**src/rtl/usb_crc_pkg.sv**
```systemverilog
// Shared types and constants for the USB receive-side CRC checker.
package usb_crc_pkg;

  typedef enum logic [1:0] {
    IDLE,
    CHECK,
    REPORT
  } state_t;

  localparam int CRC5_WIDTH  = 5;
  localparam int CRC16_WIDTH = 16;

  localparam logic [CRC5_WIDTH-1:0]  CRC5_POLY      = 5'b00101;
  localparam logic [CRC5_WIDTH-1:0]  CRC5_RESIDUAL  = 5'b01100;
  localparam logic [CRC16_WIDTH-1:0] CRC16_POLY     = 16'h8005;
  localparam logic [CRC16_WIDTH-1:0] CRC16_RESIDUAL = 16'h800D;

  localparam int COUNT_WIDTH = 14;
  typedef logic [COUNT_WIDTH-1:0] count_t;

  localparam count_t COUNT_MAX      = '1;
  localparam count_t CRC5_TOKEN_LEN = 14'd16;
  localparam count_t CRC16_MIN_LEN  = 14'd16;

endpackage

```
**src/rtl/usb_crc_lfsr.sv**
```systemverilog
// Serial CRC shift register; seed restarts from all-ones and absorbs the current bit.
module usb_crc_lfsr #(
  parameter int               WIDTH = 5,
  parameter logic [WIDTH-1:0] POLY  = '0
) (
  input  logic             clk,
  input  logic             rst,
  input  logic             seed,
  input  logic             shift,
  input  logic             in,
  output logic [WIDTH-1:0] r
);

  logic [WIDTH-1:0] base;
  logic [WIDTH-1:0] r_next;
  logic             fb;

  always_comb begin
    base   = seed ? '1 : r;
    fb     = base[WIDTH-1] ^ in;
    r_next = {base[WIDTH-2:0], 1'b0} ^ ({WIDTH{fb}} & POLY);
  end

  always_ff @(posedge clk or posedge rst) begin
    if (rst)
      r <= '1;
    else if (seed || shift)
      r <= r_next;
  end

endmodule

```
**src/rtl/crc_check.sv**
```systemverilog
// USB packet CRC checker: serial residual check with a one-cycle verdict after the last CRC bit.
// Optional CRC16 data-packet support is enabled by defining USB_CRC16_EN.
module crc_check
  import usb_crc_pkg::*;
(
  input  logic clk,
  input  logic rst,
  input  logic in,
  input  logic stream_begin,
  input  logic stream_done,
  input  logic halt_stream,
  input  logic crc16_sel,
  output logic busy,
  output logic crc_done,
  output logic crc_ok,
  output logic crc_err
);

  state_t state, state_next;
  count_t count, count_next;
  logic   ok_q, ok_next, err_q, err_next;
  logic   accepted, begin_acc, done_acc, shift, pass;
  logic [CRC5_WIDTH-1:0] r5;

  assign accepted  = !halt_stream;
  assign begin_acc = accepted && stream_begin;
  assign done_acc  = accepted && stream_done;
  assign shift     = accepted && (state == CHECK);

  usb_crc_lfsr #(.WIDTH(CRC5_WIDTH), .POLY(CRC5_POLY)) u_crc5 (
    .clk   (clk),
    .rst   (rst),
    .seed  (begin_acc),
    .shift (shift),
    .in    (in),
    .r     (r5)
  );

`ifdef USB_CRC16_EN
  logic                   is16;
  logic [CRC16_WIDTH-1:0] r16;

  usb_crc_lfsr #(.WIDTH(CRC16_WIDTH), .POLY(CRC16_POLY)) u_crc16 (
    .clk   (clk),
    .rst   (rst),
    .seed  (begin_acc),
    .shift (shift),
    .in    (in),
    .r     (r16)
  );

  always_ff @(posedge clk or posedge rst) begin
    if (rst)
      is16 <= 1'b0;
    else if (begin_acc)
      is16 <= crc16_sel;
  end

  // Data packets must be whole bytes and at least as long as the CRC field.
  assign pass = is16 ? ((r16 == CRC16_RESIDUAL) && (count >= CRC16_MIN_LEN) && (count[2:0] == 3'b000))
                     : ((r5 == CRC5_RESIDUAL) && (count == CRC5_TOKEN_LEN));
`else
  logic unused_crc16_sel;
  assign unused_crc16_sel = crc16_sel;
  assign pass = (r5 == CRC5_RESIDUAL) && (count == CRC5_TOKEN_LEN);
`endif

  always_comb begin
    state_next = state;
    count_next = count;
    ok_next    = ok_q;
    err_next   = err_q;
    unique case (state)
      CHECK: begin
        if (accepted) begin
          count_next = (count == COUNT_MAX) ? count : count + count_t'(1);
          if (done_acc)
            state_next = REPORT;
        end
      end
      REPORT: begin
        ok_next    = pass;
        err_next   = !pass;
        state_next = IDLE;
      end
      default: ;
    endcase
    // A new packet start overrides everything, including an in-flight packet.
    if (begin_acc) begin
      state_next = done_acc ? REPORT : CHECK;
      count_next = count_t'(1);
      ok_next    = 1'b0;
      err_next   = 1'b0;
    end
  end

  always_ff @(posedge clk or posedge rst) begin
    if (rst) begin
      state <= IDLE;
      count <= '0;
      ok_q  <= 1'b0;
      err_q <= 1'b0;
    end else begin
      state <= state_next;
      count <= count_next;
      ok_q  <= ok_next;
      err_q <= err_next;
    end
  end

  assign busy     = (state == CHECK);
  assign crc_done = (state == REPORT);
  assign crc_ok   = crc_done ? pass  : ok_q;
  assign crc_err  = crc_done ? !pass : err_q;

endmodule

```
**config.mk**
```make
export PLATFORM = sky130hd
export DESIGN_NAME = crc_check
export DESIGN_NICKNAME = d
export VERILOG_FILES = /design/src/rtl/usb_crc_pkg.sv /design/src/rtl/usb_crc_lfsr.sv /design/src/rtl/crc_check.sv
export SDC_FILE = /design/constraint.sdc
export NUM_CORES = 1
export LEC_CHECK = 0
export ABC_AREA = 1
export ABC_CLOCK_PERIOD_IN_PS = 1300
export CAP_MARGIN = 20
export CORE_UTILIZATION = 35
export CTS_CLUSTER_SIZE = 14
export DETAILED_ROUTE_END_ITERATION = 16
export SLEW_MARGIN = 0
export SYNTH_ARGS = -nofsm -noshare
export SYNTH_HDL_FRONTEND = slang
export SYNTH_SLANG_ARGS = --single-unit
```
**constraint.sdc**
```tcl
create_clock -name clk -period 1.3 [get_ports clk]
set_input_delay 0.325 -clock clk [delete_from_list [all_inputs] [get_ports clk]]
set_output_delay 0.325 -clock clk [all_outputs]
set_load 0.03 [all_outputs]
```
Yosys cells after proc, flatten, opt, wreduce, memory -nomap -nowiden

Cells that the tools add are included.

Register bits: 23
Input bits: 7
Word-level logic and storage cells: 42

Eq/ne operators: 9
Muxes and demuxes: 14
Bitwise logic cells: 2
Add/sub/neg operators: 1
Reductions and logical operators: 11

Operators with widths:

| kind                                           | number |
|---|---|
| 2-to-1 mux 14 bit                              | 4 |
| adder 14 x 1 -> 14 bit, second input constant  | 1 |
| == test 14 bit, second input constant          | 1 |
| == test 14 x 5 -> 1 bit, second input constant | 1 |
| 2-to-1 mux 2 bit                               | 4 |
| AND reduction 3 bit                            | 2 |
| == test 5 x 4 -> 1 bit, second input constant  | 1 |
| 2-to-1 mux 5 bit                               | 1 |
| bitwise XOR 5 x 3 -> 5 bit                     | 1 |
| logical AND 1 bit                              | 4 |
| 2-to-1 mux 1 bit                               | 4 |
| != test 2 x 1 -> 1 bit, second input constant  | 2 |
| one-hot mux 2 bit (2 select lines)             | 1 |
| != test 3 x 1 -> 1 bit, second input constant  | 1 |
| != test 3 x 2 -> 1 bit, second input constant  | 1 |
| nonzero test 3 bit                             | 1 |
| == test 2 x 1 -> 1 bit, second input constant  | 1 |
| == test 2 bit, second input constant           | 1 |
| logical NOT 1 bit                              | 2 |
| nonzero test 2 bit                             | 1 |
| logical OR 1 bit                               | 1 |
| bitwise XOR 1 bit                              | 1 |

Longest topological paths before layout

Gate-level depths: netlist of run 1.

Depth after elaboration: 6
Gate-level depth with buffers: 10
Mapped depth without buffers: 9

Modules after synthesis

A second synthesis of run 1 with hierarchy kept.

Cells, all modules: 205
Area total of the unflattened synthesis: 1438.9 sq um

By module, submodules not included:

| module       | instances | cells an instance | area an instance (sq um) | seq. area each (sq um) |
|---|---|---|---|---|
| crc_check    | 1         | 172               | 1184.9                   | 450.4 |
| usb_crc_lfsr | 1         | 33                | 254.0                    | 131.4 |

Worst setup path after synthesis of run 1

OpenSTA, ideal clock, no wires.

Path type: flip-flop to output port
Start: register state[0]
End: output crc_err
Required time: 975 ps
Buffers on the path: 0
Cell stages (with the launch flop): 8
Path slack: -430 ps
Data arrival time: 1405 ps
Cell sequence: dfrtp_1 inv_1 ha_1 nand3_1 nor2_1 nand3_1 o21ai_0 inv_1

Cells in the longest elaborated chain, start to end: 2

RTL lines:

| what                     | line             | RTL |
|---|---|---|
| start: declaration       | crc_check.sv:19  | `state_t state, state_next;` |
| start signal: assignment | crc_check.sv:104 | `state <= state_next;` |
| == test 2 bit            | crc_check.sv:112 | `assign crc_done = (state == REPORT);` |
| via crc_done             | crc_check.sv:14  | `output logic crc_done,` |
| 2-to-1 mux 1 bit         | --               |  |
| end: declaration         | crc_check.sv:16  | `output logic crc_err` |

The timed path passes the listed nets, and every way through them passes these cells.

Final worst setup path of run 1

Start: register count[0]
End: output crc_err

Cells in the longest elaborated chain, start to end: 4

RTL lines:

| what                     | line             | RTL |
|---|---|---|
| start: declaration       | crc_check.sv:20  | `count_t count, count_next;` |
| start signal: assignment | crc_check.sv:105 | `count <= count_next;` |
| == test 14 x 5 -> 1 bit  | crc_check.sv:65  | `assign pass = (r5 == CRC5_RESIDUAL) && (count == CRC5_TOKEN_LEN);` |
| logical AND 1 bit        | crc_check.sv:65  |  |
| logical NOT 1 bit        | crc_check.sv:114 | `assign crc_err = crc_done ? !pass : err_q;` |
| 2-to-1 mux 1 bit         | --               |  |

Every way passes these cells.

==> results.txt, run 1 <==
----------------------------------------------------
[Synth]
  Dominant cells by area after synthesis ... dfrtp_1 30%, nand2_1 12%, dfstp_2 8.8%
  Post-synthesis instance area ... between 1500 and 2000 um2
  Yosys Warn Count ... 0
  Number of distinct library cell variants in the gate-level netlist after synthesis ... 27
  Portion of synthesized cell area occupied by the leading cell type ... 30.00%
  Number of synthesized flops with an enable pin ... 0
  Count of mapped cells out of synthesis ... between 200 and 250
  Fraction of synthesis flops using an asynchronous set or reset pin ... between 90% and 100%
  Main flop type after synthesis ... dfrtp_1
  Count of state elements after synthesis ... 23
  Largest area contributor in the synthesized netlist ... dfrtp_1
  Sequential share of the synthesized area ... just under 40%
  Synthesized Nets ... around 220
  Post-synthesis area per instance ... roughly 7.3 um2

[Power and ir drop]
  Power Density ... between 1000 and 1500 nW/um2
  IR Drop Worst-Case VDD ... ~0.00092 V
  Power consumption ... between 2 and 3 mW
  LEAKAGE ... approximately 1.1 nW

[STA]
  Final setup slack of the worst path ... -478.7 ps
  Final hold vios ... 0
  Time the worst path needs with I/O delays and setup ... ~1800 ps
  Total Neg Setup Slack ... -4778 ps
  Portion of the clock cycle consumed by the worst path in the final layout ... 136.8%
  Final count of negative-setup-slack endpoints ... 20
  Clock Skews ... about 5.5 ps
  Max-slew violations ... 0
  Worst max-slew margin expressed relative to the limit ... between 70% and 80%
  Measured slew at the worst slew-check pin ... between 200 and 300 ps
  Setup repair after global routing missed its margin ... yes
  Max Freq ... 0.5622 GHz

[Route]
  Drt initial violations ... 71
  Total number of vias ... ~1500
  Final routed DRC violation total ... 0
  Post-route ant nets ... 0
  Wire length after detailed routing ... 3.435 mm
  Routed length per instance ... around 11 um
  Via density per instance ... 4.555
  First-pass iteration count of the detailed router ... 4

[Floorplanning]
  Die Y ... ~67 um
  Number of I/O pins ... 11
  Die Width ... between 60 and 70 um
  Number of cell rows ... 23
  Core ar. ... 4058 um2
  Starting utilization of the core area ... 37.00%
  Area enclosed by the die boundary ... 4556 um2

[Worst setup path]
  CP startpoint kind ... flop
  Critical Path Source ... count[0]
  Capturing element type of the critical path ... output pin
  Classification of the worst setup path ... reg -> out
  Data arrival at the endpoint of the critical path ... between 1000 and 1500 ps
  Maximum fanout count along the critical path ... 3
  Startpoint of the worst-slack reg-to-reg timing path ... count[0]
  Data required time at the worst endpoint ... roughly 1000 ps

[Place]
  Number of port buffers ... 9
  Final weighted congestion of routability-driven global placement ... roughly 0.84
  Post-placement setup slack ... -313.3 ps
  Placed Cells incl. Taps ... 310
  Final HPWL DP ... 2.602 mm

[Global route]
  Maximum number of pins on one net before global-route repair ... 24
  All-layer global routing usage ... 17.76%
  Initial antenna violation count ... 0
  Global route overflow ... 0
  Vias in the first global route ... 1393
  Global-route wire length before repair ... approximately 6.0 mm

[Finish]
  Final cell utilization of the core ... 55.63%
  Antenna diode count ... 0
  Fraction of layout instances using a drive strength above 1 ... 44.65%
  Most frequent cells in the layout ... 46 x buf_4, 45 x nand2_1, 24 x inv_1, 22 x nor2_1, 18 x dfrtp_1
  Leading cell type in the layout, fill and taps excluded ... buf_4
  Area grow syn2layout ... 50.33%
  Final net count ... 283
  Post-layout instance count excluding filler cells ... around 320

[CTS]
  Clock transition time at the flip-flop clock pins of the worst setup and hold paths ... 90 ps
  Clock tree from TritonCTS ... done
  CTS sink cnt ... 23
  Number of buffers added to fix hold violations after cts ... 0
  Root Buffer ... clkbuf_8
  Number of H-tree branching levels ... 1
  Clk_lat worst skew ... approximately 270 ps
  Clock Path Buffers ... 2
  Number of buffers created by CTS ... 3

[Worst hold path]
  Worst min-delay path class ... in -> async

[Flow run]
  Count of maximum capacitance violations ... 0

[Status]
  Run status ... complete, but fails checks
  Failing checks ... setup timing

----------------------------------------------------
==> sequential cells by signal, indices dropped and copies added (netlist names) <==
| name | cells |
|---|---|
| err_q | 1 |
| u_crc5.r | 5 |
| state | 2 |
| count | 14 |
| ok_q | 1 |
==> layer usage <==
layer | routed length (um) | track usage [%] | share of wire, %
met4 | 41 | 5.319 | 1.2
met1 | 1673 | 22.80 | 49
met3 | 48 | 3.041 | 1.4
met5 | 0 | 0 | 0
met2 | 1672 | 30.07 | 49
==> critical path, stage by stage (launching register included) <==
cell and delay (ps):
dfrtp_1 410, inv_2 90, ha_4 130, nand3_2 70, nor2_2 100, nand3_2 120, o21ai_2 90, inv_2 50
buf_6 130
==> path summary, 6_finish.rpt <==
check | endpoint | slack [ps] | cells past startpoint
max | crc_err | -480 | 8
min | state[0] | 370 | 3
max reg2reg | count[11] | -300 | 11
min reg2reg | err_q | 530 | 2
max in group asynchronous | u_crc5.r[0] | 700 | 3
min in group clk | err_q | 530 | 2
==> logic make-up after synthesis <==
| logic type | Yosys count | share of synthesized area (%) |
|---|---|---|
| simple gates | 122 | 39.92 |
| compound gates | 17 | 5.916 |
| buf+inv | 38 | 10.33 |
| fa+ha+maj | 4 | 3.333 |
| xor+xnor | 3 | 1.750 |
| flops | 23 | 38.75 |
==> report_power, final <==
part	internal (mW)	switching, mW
clock	0.219	0.237
combinational	0.697	0.670
sequential	0.899	0.107
==> cell type report <==
cell class | instances | area [um2]
flip-flops and latches | 23 | 581.8
clock buffers | 4 | 45.04
well taps | 50 | 62.56
multi-input cells | 146 | 889.6
fillers | 398 | 1800
repair buffers | 63 | 541.8
inverters | 35 | 136.4
==> timing repair <==
action / 4_1_cts / 5_1_grt
pin swaps: 16 / 10
resized for setup: 35 / 13
setup buffers: 7 / 2
setup endpoints to repair: 24 / 25
==> cells in the mapped netlist, drive strengths merged (2+ instances only) <==
| library cell | count |
|---|---|
| a21oi | 3 |
| buf | 3 |
| dfrtp | 18 |
| dfstp | 5 |
| ha | 4 |
| inv | 34 |
| nand2 | 55 |
| nand3 | 20 |
| nand4 | 8 |
| nor2 | 36 |
| nor3b | 2 |
| o21ai | 12 |
| xor2 | 2 |
==> stage by stage <==
step / hold WS [ps] / instance area (um2)
after floorplan: 323.2 / 1550
after global placement: 507.2 / 2034
after detailed placement: 518.8 / 2034
after CTS: 378.7 / 2231
after global routing: 406.7 / 2257
final: 374.0 / 2257
Power figures use the tool's default switching activity.
==> run 2: changes to the inputs <==
--- a/config.mk
+++ b/config.mk
@@ -11,6 +11,8 @@
 export CORE_UTILIZATION = 35
 export CTS_CLUSTER_SIZE = 14
 export DETAILED_ROUTE_END_ITERATION = 16
+export HOLD_SLACK_MARGIN = 0.08
+export REMOVE_ABC_BUFFERS = 1
 export SLEW_MARGIN = 0
 export SYNTH_ARGS = -nofsm -noshare
 export SYNTH_HDL_FRONTEND = slang
==> results.txt, run 2 (synthesis gave the netlist of run 1 again) <==
----------------------------------------------------
[Status]
  Run status ... complete, but fails checks
  Failing checks ... setup timing

[CTS]
  CTS sink cnt ... 23 (unchanged)
  Clock tree from TritonCTS ... done
  Number of H-tree branching levels ... 1 (unchanged)
  Number of buffers created by CTS ... 3 (unchanged)
  Clock Path Buffers ... 2 (unchanged)
  Clk_lat worst skew ... 270 ps (about the same)
  Root Buffer ... clkbuf_8
  Clock transition time at the flip-flop clock pins of the worst setup and hold paths ... 80 ps (about the same)
  Number of buffers added to fix hold violations after cts ... 0 (unchanged)

[Global route]
  All-layer global routing usage ... 21.63% (+3.9 points)
  Initial antenna violation count ... 0 (unchanged)
  Met2 GRT Util ... 38.12% (+8.0 points)
  Global-route wire length before repair ... 7.203 mm (+20%)
  Met3 track demand over resource in global routing ... 3.885% (+0.84 points)
  Highest-utilization routing layer at the global route stage ... met2
  Global route overflow ... 0 (unchanged)
  Vias in the first global route ... 1603 (+15%)
  Maximum number of pins on one net before global-route repair ... 24 (unchanged)
  GRT met1 Usage ... 26.17% (+3.4 points)

[Floorplanning]
  Die Width ... 67.50 um (unchanged)
  Core ar. ... 4058 um2 (unchanged)
  Number of I/O pins ... 11 (unchanged)
  Number of cell rows ... 23 (unchanged)
  Die Y ... 67.50 um (unchanged)
  Starting utilization of the core area ... 37.00% (unchanged)
  Area enclosed by the die boundary ... 4556 um2 (unchanged)

[STA]
  Final setup slack of the worst path ... -564.8 ps (-86.10 ps)
  Portion of the clock cycle consumed by the worst path in the final layout ... 143.4% (+6.6 points)
  Total Neg Setup Slack ... -6624 ps (-1846 ps)
  Final hold vios ... 0 (unchanged)
  Time the worst path needs with I/O delays and setup ... 1865 ps (+86.10 ps)
  Setup repair after global routing missed its margin ... yes
  Max-slew violations ... 0 (unchanged)
  Final count of negative-setup-slack endpoints ... 25 (+25%)
  Clock Skews ... 3.789 ps (-1.760 ps)
  Worst max-slew margin expressed relative to the limit ... 76.11% (-3.8 points)
  Measured slew at the worst slew-check pin ... 355.7 ps (+55.95 ps)
  Max Freq ... 0.5363 GHz (-4.6%)

[Power and ir drop]
  Power consumption ... 3.184 mW (+13%)
  Power Density ... 1274 nW/um2 (+1.6%)
  IR Drop Worst-Case VDD ... 0.0009792 V (+7.0%)
  LEAKAGE ... 1.231 nW (+11%)

[Worst setup path]
  Classification of the worst setup path ... reg -> out
  R2R depth ... 13 (+2)
  Reg2reg setup slack ... -520 ps (-220 ps)
  Data arrival at the endpoint of the critical path ... 1540 ps (+90 ps)
  Kind of cell with the highest combined delay on the critical path ... flip-flops
  Worst R2R End ... state[0]
  CP startpoint kind ... flop
  Maximum fanout count along the critical path ... 2 (-1)
  CP bufs+invs ... 3 (unchanged)
  Critical Path Max Stage Delay ... 430 ps (+20 ps)
  Data required time at the worst endpoint ... 980 ps (about the same)
  Capturing element type of the critical path ... output pin
  Cells along the critical path ... inv_2, ha_4, nand3_2, nor2_1, nand3_1, buf_4, nand2_2, buf_6
  Startpoint of the worst-slack reg-to-reg timing path ... state[0]
  Highest-delay cell along the critical path ... dfrtp_1
  Critical Path Stages ... 8 (unchanged)

[Route]
  Total number of vias ... 1587 (+8.5%)
  Post-route ant nets ... 0 (unchanged)
  Wire length after detailed routing ... 4.528 mm (+32%)
  Via density per instance ... 4.709 (+3.4%)
  Routed length per instance ... 13.44 um (+26%)
  Drt initial violations ... 65 (-8.5%)
  First-pass iteration count of the detailed router ... 4 (unchanged)
  Final routed DRC violation total ... 0 (unchanged)

[Finish]
  Layout filler cell count ... 334 (-16%)
  Biggest regs ... count (14), u_crc5.r (5), state (2)
  Most frequent cells in the layout ... 45 x buf_4, 44 x nand2_1, 26 x buf_6, 23 x inv_1, 23 x nor2_1
  Fraction of layout instances using a drive strength above 1 ... 49.48% (+4.8 points)
  Max FFs per register ... 14 (unchanged)
  Leading cell type in the layout, fill and taps excluded ... buf_4
  Final cell utilization of the core ... 61.61% (+6.0 points)
  Antenna diode count ... 0 (unchanged)
  Final net count ... 299 (+5.7%)
  Area grow syn2layout ... 66.50%
  Register with the most flip-flops ... count
  Post-layout instance count excluding filler cells ... 337 (+5.0%)

[Place]
  Placed Cells incl. Taps ... 306 (-1.3%)
  Final HPWL DP ... 2.623 mm (+0.81%)
  Number of port buffers ... 9 (unchanged)
  Final weighted congestion of routability-driven global placement ... 0.8146 (-2.5%)

[Flow run]
  Count of maximum capacitance violations ... 0 (unchanged)

[Worst hold path]
  Worst min-delay path class ... in -> async

----------------------------------------------------
-- run 2: worst max-delay path by stage --
stage             start       end  slack (ps)
5_1_grt        count[0]    crc_ok        -630
3_3_place_gp   state[0]   crc_err        -660
3_5_place_dp   state[0]   crc_err        -700
6_report       count[0]    crc_ok        -560
2_1_floorplan  state[1]  count[1]        -830
4_1_cts        count[0]    crc_ok        -520
-- run 2: final cells by class --
class | instances | area, um2 | share of cell area, %
clock buffer | 4 | 45.04 | 1.802
inverter | 35 | 136.4 | 5.455
multi-input combinational | 146 | 948.4 | 37.94
sequential | 23 | 581.8 | 23.27
tap | 50 | 62.56 | 2.503
timing repair buffer | 79 | 725.7 | 29.03
-- run 2: routing by layer --
layer,wire length [um],part of all wire (%)
met5,0,0
met4,49,1.1
met3,154,3.4
met2,2316,51
met1,2007,44
-- run 2: worst reg2reg max path, stage by stage (launching register included) --
cell,delay [ps]
dfrtp_1,370
inv_2,60
buf_4,140
buf_6,110
buf_4,120
buf_4,120
buf_6,100
buf_6,100
buf_6,110
buf_6,100
buf_6,100
buf_6,100
buf_6,110
o22ai_4,90
-- run 2: power breakdown --
group	internal (mW)	switching (mW)	leakage (nW)	total, mW
logic	0.901	0.836	0.916	1.74
registers	0.899	0.0997	0.292	0.998
clock network	0.219	0.230	0.0228	0.449
total	2.02	1.17	1.23	3.18
-- run 2: what timing repair did --
item / 4_1_cts / 5_1_grt
buffers inserted: 29 / 7
gates resized for setup: 75 / 22
pin swaps: 15 / 5
endpoints found under the setup margin: 24 / 27
cloned: 2 / 0
-- run 2: stage by stage --
stage	worst slack [ps]	cell area, um2	hold slack (ps)
global placement	-658.9	1971	527.7
detailed placement	-697.0	1971	526.6
CTS	-518.0	2431	372.5
finish	-564.8	2500	369.4
global route	-631.0	2500	383.7
floorplan	-829.4	1478	323.2
==> run 3: changes to the inputs <==
--- a/config.mk
+++ b/config.mk
@@ -6,7 +6,7 @@
 export NUM_CORES = 1
 export LEC_CHECK = 0
 export ABC_AREA = 1
-export ABC_CLOCK_PERIOD_IN_PS = 1300
+export ABC_CLOCK_PERIOD_IN_PS = 1650
 export CAP_MARGIN = 20
 export CORE_UTILIZATION = 35
 export CTS_CLUSTER_SIZE = 14
==> constraint.sdc (replaced) <==
create_clock -name clk -period 1.65 [get_ports clk]
set_input_delay 0.4125 -clock clk [delete_from_list [all_inputs] [get_ports clk]]
set_output_delay 0.4125 -clock clk [all_outputs]
set_load 0.03 [all_outputs]
==> results.txt, run 3 (synthesis gave the netlist of run 1 again) <==
----------------------------------------------------
[Status]
  Run status ... complete, but fails checks
  Failing checks ... setup timing

[Worst setup path]
  Kind of cell with the highest combined delay on the critical path ... flip-flops
  Worst R2R End ... count[10]
  Cells along the critical path ... inv_1, ha_2, nand3_2, nor2_1, nand3_1, buf_4, nand2_2, buf_6
  Capturing element type of the critical path ... output pin
  Reg2reg setup slack ... 20 ps (+540 ps)
  CP bufs+invs ... 3 (unchanged)
  Classification of the worst setup path ... reg -> out
  Critical Path Max Stage Delay ... 390 ps (-40 ps)
  R2R depth ... 10 (-3)
  Startpoint of the worst-slack reg-to-reg timing path ... count[1]
  Highest-delay cell along the critical path ... dfrtp_1
  CP startpoint kind ... flop
  Data arrival at the endpoint of the critical path ... 1510 ps (-30 ps)
  Maximum fanout count along the critical path ... 2 (unchanged)
  Data required time at the worst endpoint ... 1240 ps (+260 ps)

[Route]
  DR WL met2 ... 1.659 mm (-28%)
  Total number of vias ... 1408 (-11%)
  Wire length the detailed router placed on met1 ... 1.624 mm (-19%)
  Final routed DRC violation total ... 0 (unchanged)
  Wire length after detailed routing ... 3.409 mm (-25%)
  Routed length per instance ... 11.21 um (-17%)
  Drt initial violations ... 32 (-51%)
  Post-route ant nets ... 0 (unchanged)
  Via density per instance ... 4.632 (-1.6%)
  First-pass iteration count of the detailed router ... 4 (unchanged)
  Met3 WL ... 88 um (-43%)
  DR top layer ... met4

[Power and ir drop]
  Net switching power figure ... 0.7278 mW (-38%)
  Clock Power Share ... 17.8% (+3.7 points)
  LEAKAGE ... 1.003 nW (-19%)
  Share of total power in combinational logic ... 44.2% (-10 points)
  IR Drop Worst-Case VDD ... 0.0008415 V (-14%)
  Internal power ... 1.302 mW (-35%)
  Sw Ratio ... 35.86% (-0.75 points)
  Flop pwr share ... 38.0% (+6.6 points)
  Power Density ... 984.4 nW/um2 (-23%)

[Finish]
  Leading cell type in the layout, fill and taps excluded ... nand2_1
  Register with the most flip-flops ... count
  Final cell utilization of the core ... 50.82% (-11 points)
  Max FFs per register ... 14 (unchanged)
  Layout filler cell count ... 393 (+18%)
  Biggest regs ... count (14), u_crc5.r (5), state (2)
  Area grow syn2layout ... 37.33%
  Antenna diode count ... 0 (unchanged)
  Final net count ... 266 (-11%)
  Fraction of layout instances using a drive strength above 1 ... 36.22% (-13 points)
  Most frequent cells in the layout ... 48 x nand2_1, 35 x buf_4, 28 x inv_1, 25 x nor2_1, 18 x dfrtp_1
  Combined flip-flop and latch cell area ... 581.8 um2 (unchanged)
  Combined area of the multi-input logic cells ... 842.1 um2 (-11%)

[STA]
  Time the worst path needs with I/O delays and setup ... roughly 1900 ps
  Final worst hold slack ... 475.0 ps (+105.6 ps)
  Portion of the clock cycle consumed by the worst path in the final layout ... 116.7%
  Final setup slack of the worst path ... -275.2 ps (+289.6 ps)
  Worst max-slew margin expressed relative to the limit ... 80.31% (+4.2 points)
  Final count of negative-setup-slack endpoints ... 2 (-92%)
  Measured slew at the worst slew-check pin ... 293.1 ps (-62.60 ps)
  Setup repair after global routing missed its margin ... yes
  Max-slew violations ... 0 (unchanged)
  Max Freq ... 0.5194 GHz
  Final hold vios ... 0 (unchanged)
  Clock Skews ... 1.734 ps (-2.055 ps)

[Floorplanning]
  Starting utilization of the core area ... 37.00% (unchanged)
  Number of cell rows ... 23 (unchanged)
  Die Y ... 67.50 um (unchanged)
  Core ar. ... 4058 um2 (unchanged)
  Number of I/O pins ... 11 (unchanged)
  Die Width ... 67.50 um (unchanged)
  Area enclosed by the die boundary ... 4556 um2 (unchanged)

[Global route]
  Vias in the first global route ... 1309 (-18%)
  Global-route wire length before repair ... 5.623 mm (-22%)
  Maximum number of pins on one net before global-route repair ... 24 (unchanged)
  Initial antenna violation count ... 0 (unchanged)
  Global route overflow ... 0 (unchanged)
  All-layer global routing usage ... 16.71% (-4.9 points)

[Flow run]
  Count of maximum capacitance violations ... 0 (unchanged)

[CTS]
  Number of H-tree branching levels ... 1 (unchanged)
  Clock tree from TritonCTS ... done
  Root Buffer ... clkbuf_8
  Number of buffers created by CTS ... 3 (unchanged)
  CTS sink cnt ... 23 (unchanged)
  Number of buffers added to fix hold violations after cts ... 0 (unchanged)
  Clock Path Buffers ... 2 (unchanged)
  Clock transition time at the flip-flop clock pins of the worst setup and hold paths ... 90 ps (about the same)
  Clk_lat worst skew ... 270 ps (about the same)

[Worst hold path]
  Worst min-delay path class ... in -> async

[Place]
  Final HPWL DP ... 2.651 mm (+1.0%)
  Number of port buffers ... 9 (unchanged)
  Final weighted congestion of routability-driven global placement ... 0.8029 (-1.4%)

----------------------------------------------------
[run 3: cell types whose count changed in the layout (fill, tap and decap cells not counted), sizes merged]
cell,before,now
clkbuf,4,3
buf,74,41
clkinv,1,2
[run 3: through the flow]
step           worst slack [ps]  cell area [um2]  instances  power, mW  setup TNS, ps
6_report                 -275.2             2062        304      2.030         -494.6
5_1_grt                  -369.1             2062        304      2.183          -1583
4_1_cts                  -254.4             1984        302      1.984         -506.4
3_5_place_dp             -404.4             1911        298      1.584          -1128
3_3_place_gp             -403.6             1911        298      1.566          -1061
2_1_floorplan            -479.4             1478        204      1.222          -4581
[run 3: worst max-delay path by stage]
stage                to     start  depth (start not counted)
2_1_floorplan  count[1]  state[1]                          9
3_3_place_gp    crc_err  state[0]                          8
3_5_place_dp    crc_err  state[0]                          8
4_1_cts          crc_ok  count[1]                          8
5_1_grt          crc_ok  count[1]                          8
6_report         crc_ok  count[1]                          8
[run 3: final cells by class]
class | instances | share of cell area [%]
Multi-Input combinational cell | 146 | 40.84
Sequential cell | 23 | 28.22
Timing Repair Buffer | 46 | 19.30
Inverter | 35 | 6.371
Tap cell | 50 | 3.034
Clock buffer | 3 | 2.002
Clock inverter | 1 | 0.2427
[run 3: metal layers]
metal,global-route usage (%),up-vias
met1,22.05,645
li1,-,741
met5,0,-
met2,27.72,17
met4,5.319,0
met3,2.534,5
[run 3: power groups by stage]
| stage | registers [mW] | clock network (mW) | logic, mW |
|---|---|---|---|
| final | 0.771 | 0.362 | 0.897 |
| after detailed placement | 0.772 | 0 | 0.812 |
| after CTS | 0.769 | 0.367 | 0.848 |
| after floorplan | 0.796 | 0 | 0.426 |
| after global routing | 0.785 | 0.395 | 1.00 |
| after global placement | 0.768 | 0 | 0.798 |
[run 3: tightest hold or removal path, delay by kind of cell]
kind / cells / cell delay (ps)
buffers and inverters: 3 / 730
[run 3: repair_timing]
action,in CTS,in global routing
endpoints found under the hold margin,0,0
gates resized for setup,15,18
buffers inserted,0,2
endpoints found under the setup margin,2,20
pin swaps,2,5
